### config.mk
export PLATFORM = sky130hd
export DESIGN_NAME = membus_arbiter_flat
export DESIGN_NICKNAME = d
export VERILOG_FILES = /design/src/rtl/membus_arbiter_pkg.sv /design/src/rtl/membus_arbiter_if.sv /design/src/rtl/membus_arbiter_chk.sv /design/src/rtl/membus_arbiter.sv /design/src/flat_wrapper.sv
export SDC_FILE = /design/constraint.sdc
export NUM_CORES = 1
export LEC_CHECK = 0
export CORE_AREA = 4 4 121 123
export CTS_BUF_LIST = sky130_fd_sc_hd__clkbuf_8
export CTS_CLUSTER_DIAMETER = 200
export CTS_CLUSTER_SIZE = 28
export DETAILED_ROUTE_END_ITERATION = 12
export DIE_AREA = 0 0 125 127
export PLACE_DENSITY = 0.65
export SLEW_MARGIN = 20
export SYNTH_ARGS = -nofsm -noshare
export SYNTH_HDL_FRONTEND = slang
export SYNTH_SLANG_ARGS = --single-unit
export TNS_END_PERCENT = 30
### constraint.sdc
create_clock -name clk -period 1.68 [get_ports clk]
set_clock_uncertainty 0.15 [all_clocks]
set_input_delay 0.252 -clock clk [delete_from_list [all_inputs] [get_ports clk]]
set_output_delay 0.252 -clock clk [all_outputs]
set_load 0.005 [all_outputs]
### src/rtl/membus_arbiter_pkg.sv
// -----------------------------------------------------------------------------
// eei : shared architectural constants for the core's memory bus.
//   XLEN              - address width of every Membus port
//   MEMBUS_DATA_WIDTH - data width of every Membus port (wmask is 1 bit/byte)
//   MembusOwner       - which requester an outstanding Membus transaction
//                       belongs to (NONE, INST = fetch, DATA = load/store)
// -----------------------------------------------------------------------------
package eei;

   localparam int unsigned XLEN              = 32;
   localparam int unsigned MEMBUS_DATA_WIDTH = 32;

   typedef enum logic [1:0] {
      NONE = 2'd0,
      INST = 2'd1,
      DATA = 2'd2
   } MembusOwner;

endpackage

### src/rtl/membus_arbiter_if.sv
// -----------------------------------------------------------------------------
// Membus : valid/ready request channel plus rvalid response channel.
//   valid  - request present (master -> slave)
//   ready  - request accepted this cycle when valid is also 1 (slave -> master)
//   addr   - byte address, XLEN bits
//   wen    - 1 = write, 0 = read
//   wdata  - write data
//   wmask  - byte enables for wdata
//   rvalid - response present (slave -> master)
//   rdata  - read data, qualified by rvalid
// -----------------------------------------------------------------------------
interface Membus;
   import eei::*;

   logic                           valid;
   logic                           ready;
   logic [XLEN-1:0]                addr;
   logic                           wen;
   logic [MEMBUS_DATA_WIDTH-1:0]   wdata;
   logic [MEMBUS_DATA_WIDTH/8-1:0] wmask;
   logic                           rvalid;
   logic [MEMBUS_DATA_WIDTH-1:0]   rdata;

   modport master (
      output valid, addr, wen, wdata, wmask,
      input  ready, rvalid, rdata
   );

   modport slave (
      input  valid, addr, wen, wdata, wmask,
      output ready, rvalid, rdata
   );

endinterface

### src/rtl/membus_arbiter_chk.sv
// -----------------------------------------------------------------------------
// membus_arbiter_chk : simulation-only observer for membus_arbiter.
//   clk      - clock
//   rst      - synchronous active-high reset
//   rvalid_i - downstream membus.rvalid
//   owner_i  - arbiter's registered owner state
// Warns when a downstream response arrives with no outstanding owner; the
// arbiter drops such a response, so this is the only place it is visible.
// -----------------------------------------------------------------------------
module membus_arbiter_chk
   import eei::*;
#(
   parameter int unsigned STARVE_LIMIT = 8
) (
   input logic       clk,
   input logic       rst,
   input logic       rvalid_i,
   input MembusOwner owner_i
);

`ifndef SYNTHESIS
   localparam bit LIMIT_OK = (STARVE_LIMIT >= 32'd1);

   // Parameter sanity and stray-response detection, outside reset only.
   always_ff @(posedge clk) begin
      if (!rst) begin
         assert (LIMIT_OK)
            else $error("membus_arbiter: STARVE_LIMIT must be at least 1");
         assert (!(rvalid_i && (owner_i == NONE)))
            else $warning("membus_arbiter: stray rvalid dropped, no outstanding owner");
      end
   end
`endif

endmodule

### src/rtl/membus_arbiter.sv
// -----------------------------------------------------------------------------
// membus_arbiter : shares one downstream Membus master port between the
// instruction-fetch and load/store requesters.
//   clk      - clock, all state on posedge
//   rst      - synchronous active-high reset
//   i_membus - Membus.slave, instruction-fetch requester
//   d_membus - Membus.slave, load/store requester
//   membus   - Membus.master, downstream port toward mmio_controller
// Fixed data-over-instruction priority with combinational request and
// response paths. A single registered owner tracks the one outstanding
// transaction so its response can be routed back.
// Optional feature: define MEMBUS_ARB_STARVE_GUARD_EN to compile in the
// fetch starvation guard, which forces a fetch grant after STARVE_LIMIT
// consecutive data acceptances while a fetch was pending.
// -----------------------------------------------------------------------------
module membus_arbiter
   import eei::*;
#(
   parameter int unsigned STARVE_LIMIT = 8
) (
   input logic   clk,
   input logic   rst,
   Membus.slave  i_membus,
   Membus.slave  d_membus,
   Membus.master membus
);

   MembusOwner owner_q;
   MembusOwner owner_d;

   logic grant_data;
   logic grant_inst;
   logic force_inst;
   logic accept;

`ifdef MEMBUS_ARB_STARVE_GUARD_EN
   localparam int unsigned      CNT_W      = $clog2(STARVE_LIMIT + 1);
   localparam logic [CNT_W-1:0] STARVE_MAX = CNT_W'(STARVE_LIMIT);

   logic [CNT_W-1:0] starve_cnt_q;
   logic [CNT_W-1:0] starve_cnt_d;

   // A saturated counter only forces fetch while fetch is still asking.
   always_comb begin
      force_inst = (starve_cnt_q == STARVE_MAX) && i_membus.valid;
   end

   // Count data acceptances that overtook a pending fetch.
   always_comb begin
      starve_cnt_d = starve_cnt_q;
      if (!i_membus.valid || (accept && grant_inst)) begin
         starve_cnt_d = '0;
      end else if (accept && grant_data && (starve_cnt_q != STARVE_MAX)) begin
         starve_cnt_d = starve_cnt_q + CNT_W'(1'b1);
      end else begin
         starve_cnt_d = starve_cnt_q;
      end
   end

   // Starvation counter register.
   always_ff @(posedge clk) begin
      if (rst) begin
         starve_cnt_q <= '0;
      end else begin
         starve_cnt_q <= starve_cnt_d;
      end
   end
`else
   // Pure data-first priority; fetch may starve.
   always_comb begin
      force_inst = 1'b0;
   end
`endif

   // Grant selection; reset blocks both grants so nothing leaks downstream.
   always_comb begin
      grant_data = !rst && d_membus.valid && !force_inst;
      grant_inst = !rst && i_membus.valid && !grant_data;
   end

   // Downstream request mux; zeros when nobody is granted.
   always_comb begin
      membus.valid = 1'b0;
      membus.addr  = '0;
      membus.wen   = 1'b0;
      membus.wdata = '0;
      membus.wmask = '0;
      if (grant_data) begin
         membus.valid = d_membus.valid;
         membus.addr  = d_membus.addr;
         membus.wen   = d_membus.wen;
         membus.wdata = d_membus.wdata;
         membus.wmask = d_membus.wmask;
      end else if (grant_inst) begin
         membus.valid = i_membus.valid;
         membus.addr  = i_membus.addr;
         membus.wen   = i_membus.wen;
         membus.wdata = i_membus.wdata;
         membus.wmask = i_membus.wmask;
      end else begin
         membus.valid = 1'b0;
      end
   end

   // Ready goes back only to the granted side; grants already fold in rst.
   always_comb begin
      i_membus.ready = membus.ready && grant_inst;
      d_membus.ready = membus.ready && grant_data;
      accept         = membus.valid && membus.ready;
   end

   // Response routing by owner; unowned (stray) responses reach nobody.
   always_comb begin
      i_membus.rvalid = 1'b0;
      d_membus.rvalid = 1'b0;
      i_membus.rdata  = '0;
      d_membus.rdata  = '0;
      if (!rst && (owner_q == INST)) begin
         i_membus.rvalid = membus.rvalid;
         i_membus.rdata  = membus.rdata;
      end else if (!rst && (owner_q == DATA)) begin
         d_membus.rvalid = membus.rvalid;
         d_membus.rdata  = membus.rdata;
      end else begin
         i_membus.rvalid = 1'b0;
      end
   end

   // Owner next state; a new acceptance wins over completion (back-to-back).
   always_comb begin
      owner_d = owner_q;
      if (accept && grant_data) begin
         owner_d = DATA;
      end else if (accept && grant_inst) begin
         owner_d = INST;
      end else if (membus.rvalid) begin
         owner_d = NONE;
      end else begin
         owner_d = owner_q;
      end
   end

   // Owner register; reset discards any outstanding transaction.
   always_ff @(posedge clk) begin
      if (rst) begin
         owner_q <= NONE;
      end else begin
         owner_q <= owner_d;
      end
   end

`ifndef SYNTHESIS
   membus_arbiter_chk #(
      .STARVE_LIMIT (STARVE_LIMIT)
   ) u_chk (
      .clk      (clk),
      .rst      (rst),
      .rvalid_i (membus.rvalid),
      .owner_i  (owner_q)
   );
`endif

endmodule

### src/flat_wrapper.sv
// flat-port wrapper written by rule: the top's interface ports become plain ports
module membus_arbiter_flat import eei::*;
#(
   parameter int unsigned STARVE_LIMIT = 8
)
  (clk, rst, i_membus_valid, i_membus_addr, i_membus_wen, i_membus_wdata, i_membus_wmask, i_membus_ready, i_membus_rvalid, i_membus_rdata, d_membus_valid, d_membus_addr, d_membus_wen, d_membus_wdata, d_membus_wmask, d_membus_ready, d_membus_rvalid, d_membus_rdata, membus_valid, membus_addr, membus_wen, membus_wdata, membus_wmask, membus_ready, membus_rvalid, membus_rdata);
  Membus i_membus_i ();
  Membus d_membus_i ();
  Membus membus_i ();
  input logic clk;
  input logic rst;
  input wire logic [$bits(i_membus_i.valid)-1:0] i_membus_valid;
  input wire logic [$bits(i_membus_i.addr)-1:0] i_membus_addr;
  input wire logic [$bits(i_membus_i.wen)-1:0] i_membus_wen;
  input wire logic [$bits(i_membus_i.wdata)-1:0] i_membus_wdata;
  input wire logic [$bits(i_membus_i.wmask)-1:0] i_membus_wmask;
  output wire logic [$bits(i_membus_i.ready)-1:0] i_membus_ready;
  output wire logic [$bits(i_membus_i.rvalid)-1:0] i_membus_rvalid;
  output wire logic [$bits(i_membus_i.rdata)-1:0] i_membus_rdata;
  input wire logic [$bits(d_membus_i.valid)-1:0] d_membus_valid;
  input wire logic [$bits(d_membus_i.addr)-1:0] d_membus_addr;
  input wire logic [$bits(d_membus_i.wen)-1:0] d_membus_wen;
  input wire logic [$bits(d_membus_i.wdata)-1:0] d_membus_wdata;
  input wire logic [$bits(d_membus_i.wmask)-1:0] d_membus_wmask;
  output wire logic [$bits(d_membus_i.ready)-1:0] d_membus_ready;
  output wire logic [$bits(d_membus_i.rvalid)-1:0] d_membus_rvalid;
  output wire logic [$bits(d_membus_i.rdata)-1:0] d_membus_rdata;
  output wire logic [$bits(membus_i.valid)-1:0] membus_valid;
  output wire logic [$bits(membus_i.addr)-1:0] membus_addr;
  output wire logic [$bits(membus_i.wen)-1:0] membus_wen;
  output wire logic [$bits(membus_i.wdata)-1:0] membus_wdata;
  output wire logic [$bits(membus_i.wmask)-1:0] membus_wmask;
  input wire logic [$bits(membus_i.ready)-1:0] membus_ready;
  input wire logic [$bits(membus_i.rvalid)-1:0] membus_rvalid;
  input wire logic [$bits(membus_i.rdata)-1:0] membus_rdata;
  assign i_membus_i.valid = i_membus_valid;
  assign i_membus_i.addr = i_membus_addr;
  assign i_membus_i.wen = i_membus_wen;
  assign i_membus_i.wdata = i_membus_wdata;
  assign i_membus_i.wmask = i_membus_wmask;
  assign i_membus_ready = i_membus_i.ready;
  assign i_membus_rvalid = i_membus_i.rvalid;
  assign i_membus_rdata = i_membus_i.rdata;
  assign d_membus_i.valid = d_membus_valid;
  assign d_membus_i.addr = d_membus_addr;
  assign d_membus_i.wen = d_membus_wen;
  assign d_membus_i.wdata = d_membus_wdata;
  assign d_membus_i.wmask = d_membus_wmask;
  assign d_membus_ready = d_membus_i.ready;
  assign d_membus_rvalid = d_membus_i.rvalid;
  assign d_membus_rdata = d_membus_i.rdata;
  assign membus_valid = membus_i.valid;
  assign membus_addr = membus_i.addr;
  assign membus_wen = membus_i.wen;
  assign membus_wdata = membus_i.wdata;
  assign membus_wmask = membus_i.wmask;
  assign membus_i.ready = membus_ready;
  assign membus_i.rvalid = membus_rvalid;
  assign membus_i.rdata = membus_rdata;
  membus_arbiter #(.STARVE_LIMIT(STARVE_LIMIT)) u_core (.clk(clk), .rst(rst), .i_membus(i_membus_i), .d_membus(d_membus_i), .membus(membus_i));
endmodule
==> qor.yml <==
startpoint: "i_membus_valid"
gp_congestion: 0.9118
clock_latency_ps: 210
required_ps: 1280
cts_buffers: 3
dp_hpwl_um: 9653
regArea_sq_um: 42.54
largest_reg_flops: 2
hp-start: "d_membus_valid"
cts.sinks: 2
fillers: 1399
crit_top_cell: "buf_6"
start_util_pct: 11.98
period_share_pct: 101.5
route.vias.total: 3385
drc_errors: 0
worst_pin_slew_ps: 228.7
startpoint_type: "primary input"
cts_max_level: 1
worstSetupPathType: "in2out"
holdPathEnd: "u_core.owner_q[0]$_SDFFE_PP0P_"
die-width_um: 125
overflow: 0
crit_chain: "buf_6, nor2b_4, buf_6, buf_12, buf_16, buf_6, a22oi_2, nor2_1, buf_2"
vias_per_cell: 4.323
syn_to_final_growth_pct: 229.0
fmax_mhz: 586.6
dr.pass1.iters: 4
r2r_setup_slack_ps: 760
fin_ws_ps: -24.87
synth_warnings: 0
reg.largest.list: "u_core.owner_q (2)"
hold_viol: 0
rsz0062_at_grt: "yes"
post_drt_wl_per_cell_um: 17.12
synth_fp_nets: 463
dieArea_sq_um: 15880
drv_cap: 0
antenna_found_initial: 0
slowest_stage: "buf_16"
grt_pass1_vias: 3589
num_io_pins: 314
slowest_delay_ps: 150
dieHeight_um: 127
cts_tree: "done"
ys_top_cells_by_area: "nor2_1 (29%), a22oi_1 (27%), nand2b_1 (14%)"
finalNetCount: 781
yosysUniqueCellTypes: 17
status: "complete, but fails checks"
synth_top_area_share_pct: 29.36
p_leak_nw: 2.362
core_area_sq_um: 13670
syn_avg_cell_area_sq_um: 5.702
clk_pin_slew_ps: 30
grt_usage_pct: 15.15
grt_pass1_wl_um: 19270
hold_depth: 3
diodes: 0
critPathCaptureType: "output pin"
fp-row-count: 43
grt_max_degree: 40
regToRegStartpoint: "u_core.owner_q[0]$_SDFFE_PP0P_"
ant_nets: 0
drtIter0Drc: 103
period_needed_ps: 1705
slew_headroom_pct: 84.76
wl_um: 13410
drv_slew: 0
violations: "negative setup slack"
critical_path_peak_fanout: 8
worstPathArrival_ps: 1300
ys_ff_latch: 2
holdWs_ps: 348.8
r2r_cells: 2
multi_input_area_sq_um: 1667
hold_path.class: "in2reg"
cts-root-buf: "clkbuf_8"
port_buffers: 313
clock_path_buffers: 2
ys_seq_area_share_pct: 2.446
setup_viol: 2
ir_drop_mv: 0.2024
netlist_area_sq_um: 1637
p_per_area_nw_per_um2: 267.7
synth.largest_area_cell: "nor2_1"
drive_above_1_share_pct: 30.85
reg2reg_to: "u_core.owner_q[0]$_SDFFE_PP0P_"
synthCells: 287
holdBufCountCts: 0
top_register: "u_core.owner_q"
fin_tns_setup_ps: -37.72
-- where the power goes --
part	leakage (nW)	switching, W	internal (W)	total [W]
clock network	0.0216	0.0000420	0.000152	0.000194
logic	2.32	0.000444	0.000749	0.00119
registers	0.0172	0.00000300	0.0000508	0.0000538
total	2.36	0.000489	0.000952	0.00144
-- area by class of cell --
type                    instances  area share (%)
clock buffers                   3          0.7669
well taps                     180           4.183
repair buffers                348           63.30
flip-flops and latches          2          0.7901
multi-input cells             250           30.96
-- how the worst max path moves through the flow --
stage                       end  slack (ps)  depth (start not counted)
4_1_cts         membus_addr[22]         -80                          8
5_1_grt          membus_addr[3]         -80                          9
2_1_floorplan  membus_wdata[24]         380                          6
3_5_place_dp   membus_wdata[30]        -750                          7
3_3_place_gp    membus_addr[28]        -740                          6
6_report         membus_addr[3]         -20                          9
-- metal layers --
metal  vias up  global-route usage [%]  part of all wire [%]
met5         -                       0                     0
met1      1535                   16.01                    36
li1       1611                       -                     -
met4         0                   5.357                   3.1
met3        24                   3.470                   8.1
met2       215                   29.33                    53
-- placed cells by master, fill, tap and decap left out, types with 2 or more instances in the layout --
master / n
a22oi_1: 12
buf_6: 8
buf_12: 7
nand2_1: 2
dlygate4sd2_1: 62
clkbuf_2: 20
dfxtp_2: 2
buf_2: 34
nor2_4: 2
clkdlybuf4s15_2: 10
nor2_1: 119
clkdlybuf4s50_1: 173
nand2b_1: 34
clkbuf_8: 3
buf_8: 2
clkdlybuf4s15_1: 11
nand2b_4: 2
a22oi_2: 57
buf_4: 10
buf_16: 9
nor2_2: 17
-- synthesized netlist by cell type --
library cell / count
nor2_1: 128
a22oi_2: 10
nor2_2: 10
clkbuf_1: 5
buf_8: 1
a22oi_1: 59
nand2_1: 2
nand3b_1: 1
buf_2: 20
nand2b_1: 36
a221oi_1: 1
buf_6: 3
nor3_1: 1
nor2b_4: 1
dfxtp_1: 2
a21oi_1: 1
buf_4: 6
-- metrics by stage --
stage               setup WS (ps)  util [%]  total power [W]  cells  instance area (sq um)
finish                     -24.87     39.40         0.001441    783                   5384
floorplan                   379.6         -        0.0003856    287                   1637
global placement           -737.7     36.48         0.001117    763                   4985
detailed placement         -752.0     36.48         0.001131    763                   4985
CTS                        -76.22     39.39         0.001441    782                   5383
global route               -77.74     39.40         0.001534    783                   5384
-- repair_timing --
action	CTS	global route
buffers inserted	8	0
gates resized for setup	334	68
endpoints found under the setup margin	138	61
pin swaps	13	6
endpoints found under the hold margin	0	0
gates cloned	9	1
-- worst max-delay path: cells and delay by family --
| kind | cells | cell delay (ps) |
|---|---|---|
| and+or+nand+nor | 2 | 180 |
| buffers and inverters | 6 | 740 |
| AOI/OAI and AO/OA | 1 | 130 |
-- cells by family after synthesis --
logic type / synth area share (%)
compound gates: 35.55
buf+inv: 13.00
flops: 2.447
simple gates: 49.01
Power figures use the tool's default switching activity.
==> patch (config.mk and constraints unchanged) <==
The 3 values of `MembusOwner` get a one-hot encoding in 3 bits.
--- a/src/rtl/membus_arbiter_pkg.sv
+++ b/src/rtl/membus_arbiter_pkg.sv
@@ -12,6 +12,6 @@
 
-   typedef enum logic [1:0] {
-      NONE = 2'd0,
-      INST = 2'd1,
-      DATA = 2'd2
+   typedef enum logic [2:0] {
+      NONE = 3'b001,
+      INST = 3'b010,
+      DATA = 3'b100
    } MembusOwner;
Function: same outputs for any inputs over 4 cycles, from zero or initial values and one cycle with rst high; so few cycles prove little.
==> patch against the unedited design <==
The run still ends with setup timing left. Die area unchanged. Total power fell by 4.6%. Area after synthesis fell by 1.9%. Sequential share of layout area is 0.41 points higher. Routed wire length up 4.1%. Sequential cell count is 1 higher. Worst setup slack worse by 0.32 ns. Sequential power is 50% higher. Maximum frequency is 16% lower. Count of clock-buffer cells in the layout stayed put. Design area increased by 6.6%. First-iteration DRC count decreased by 22%. Critical path type is now reg2out. Critical endpoint is now i_membus_rdata[16].
==> patch: results (changes against the unedited design) <==
register-to-register setup slack -> 0.63 ns (-0.13 ns)
Avg Vias per Cell -> 4.32 (about the same)
DRT iter0 DRCs -> 80 (-22%)
top cells by count, synth -> nor2_1, a22oi_1, and2_2, buf_2, and2_1
worst path arrival time -> 1.63 ns (+0.33 ns)
largest registers -> u_core.owner_q (3)
final-report setup violation count -> 79 (+77)
LEAKAGE -> 0.00250 uW (+6.0%)
Detailed Place HPWL -> 9860 um (+2.1%)
ratio of cells with drive above 1 in the final layout -> 49.2% (+18 points)
largest net degree at the start of global routing -> 32 (-20%)
maximum clock rate -> 493 MHz (-16%)
synthesized net count -> 429 (-7.3%)
first-pass GRT wire length -> 20,700 um (+7.3%)
Final WS setup -> -0.349 ns (-0.325 ns)
failing checks -> setup timing
status -> finished with violations
number of global-route vias before repair -> 3,737 (+4.1%)
Avg Cell Area, Syn -> 6.35 um^2 (+11%)
placed cells -> 733 (-3.9%)
Placer Congestion -> 0.813 (-11%)
crit-path max FO -> 7 (-1)
WL final -> 14,000 um (+4.1%)
Least-Margin Pin Slew -> 0.363 ns (+0.134 ns)
placed cell areas -> 5030 um^2 (+0.88%)
-- patch: cell count changes after synthesis, moves of 2 or more --
cell      before  now
a22oi_2       10    0
nor4b_4        0    2
and2_2         0   59
clkbuf_2       0    6
buf_4          6    0
nor2_2        10    0
and2_1         0    7
clkbuf_1       5    2
o21ai_0        0    2
nor2_1       128   72
a22oi_1       59   69
nand2b_1      36    2
-- patch: through the flow --
step	hold slack (ns)	setup slack [ns]	utilization [%]	setup TNS [ns]
floorplan	0.217	0.241	-	0
global placement	0.378	-0.710	36.8	-58.17
detailed placement	0.392	-0.755	36.8	-62.87
CTS	0.192	-0.363	41.7	-16.33
global route	0.193	-0.389	42.0	-22.16
finish	0.186	-0.349	42.0	-17.15
-- patch: layout make-up --
class                           count  area, um^2
Clock buffer                        3        41.3
Multi-Input combinational cell    220        1690
Sequential cell                     3        68.8
Timing Repair Buffer              367        3710
Fill cell                        1349        7930
Tap cell                          180         225
Clock inverter                      1        3.75
-- patch: cells by family after synthesis --
family                 Yosys count  share of synthesized area (%)
AOI/OAI and AO/OA               73                           33.7
and+or+nand+nor                147                           52.5
DFF                              3                           3.74
buffers and inverters           30                           9.98
-- patch: repair_timing --
item                                    in CTS  in global routing
resized for setup                          560                 77
pin swaps                                   29                 23
cloned                                      13                  0
endpoints found under the setup margin     138                117
setup buffers                               26                  2
-- patch: metal layers --
metal | part of all wire, % | global-route usage, % | up-vias | wire, um
li1 | - | - | 1575 | -
met1 | 34 | 16.3 | 1534 | 4780
met2 | 55 | 32.6 | 216 | 7640
met3 | 9.0 | 4.52 | 18 | 1250
met4 | 2.0 | 4.66 | 2 | 273
met5 | 0.093 | 0 | - | 13
-- patch: final timing paths --
check | start | to | cells past startpoint
worst min-delay path | rst | u_core.owner_q[2] | 2
worst max register to register | u_core.owner_q[1] | u_core.owner_q[1] | 3
worst min register to register | u_core.owner_q[2] | u_core.owner_q[2] | 2
worst max-delay path | u_core.owner_q[0] | i_membus_rdata[16] | 6
-- patch: power by group --
| part | internal (uW) | switching, uW |
|---|---|---|
| Sequential | 75.1 | 5.73 |
| Combinational | 709 | 386 |
| Clock | 155 | 44.6 |
| Total | 939 | 436 |
-- patch: critical path, cell delays in order, from the launching register on --
cell and delay (ns):
dfxtp_4 0.35, nor4b_4 0.40, buf_4 0.21, buf_12 0.13, buf_6 0.10, and2_4 0.13, buf_6 0.09
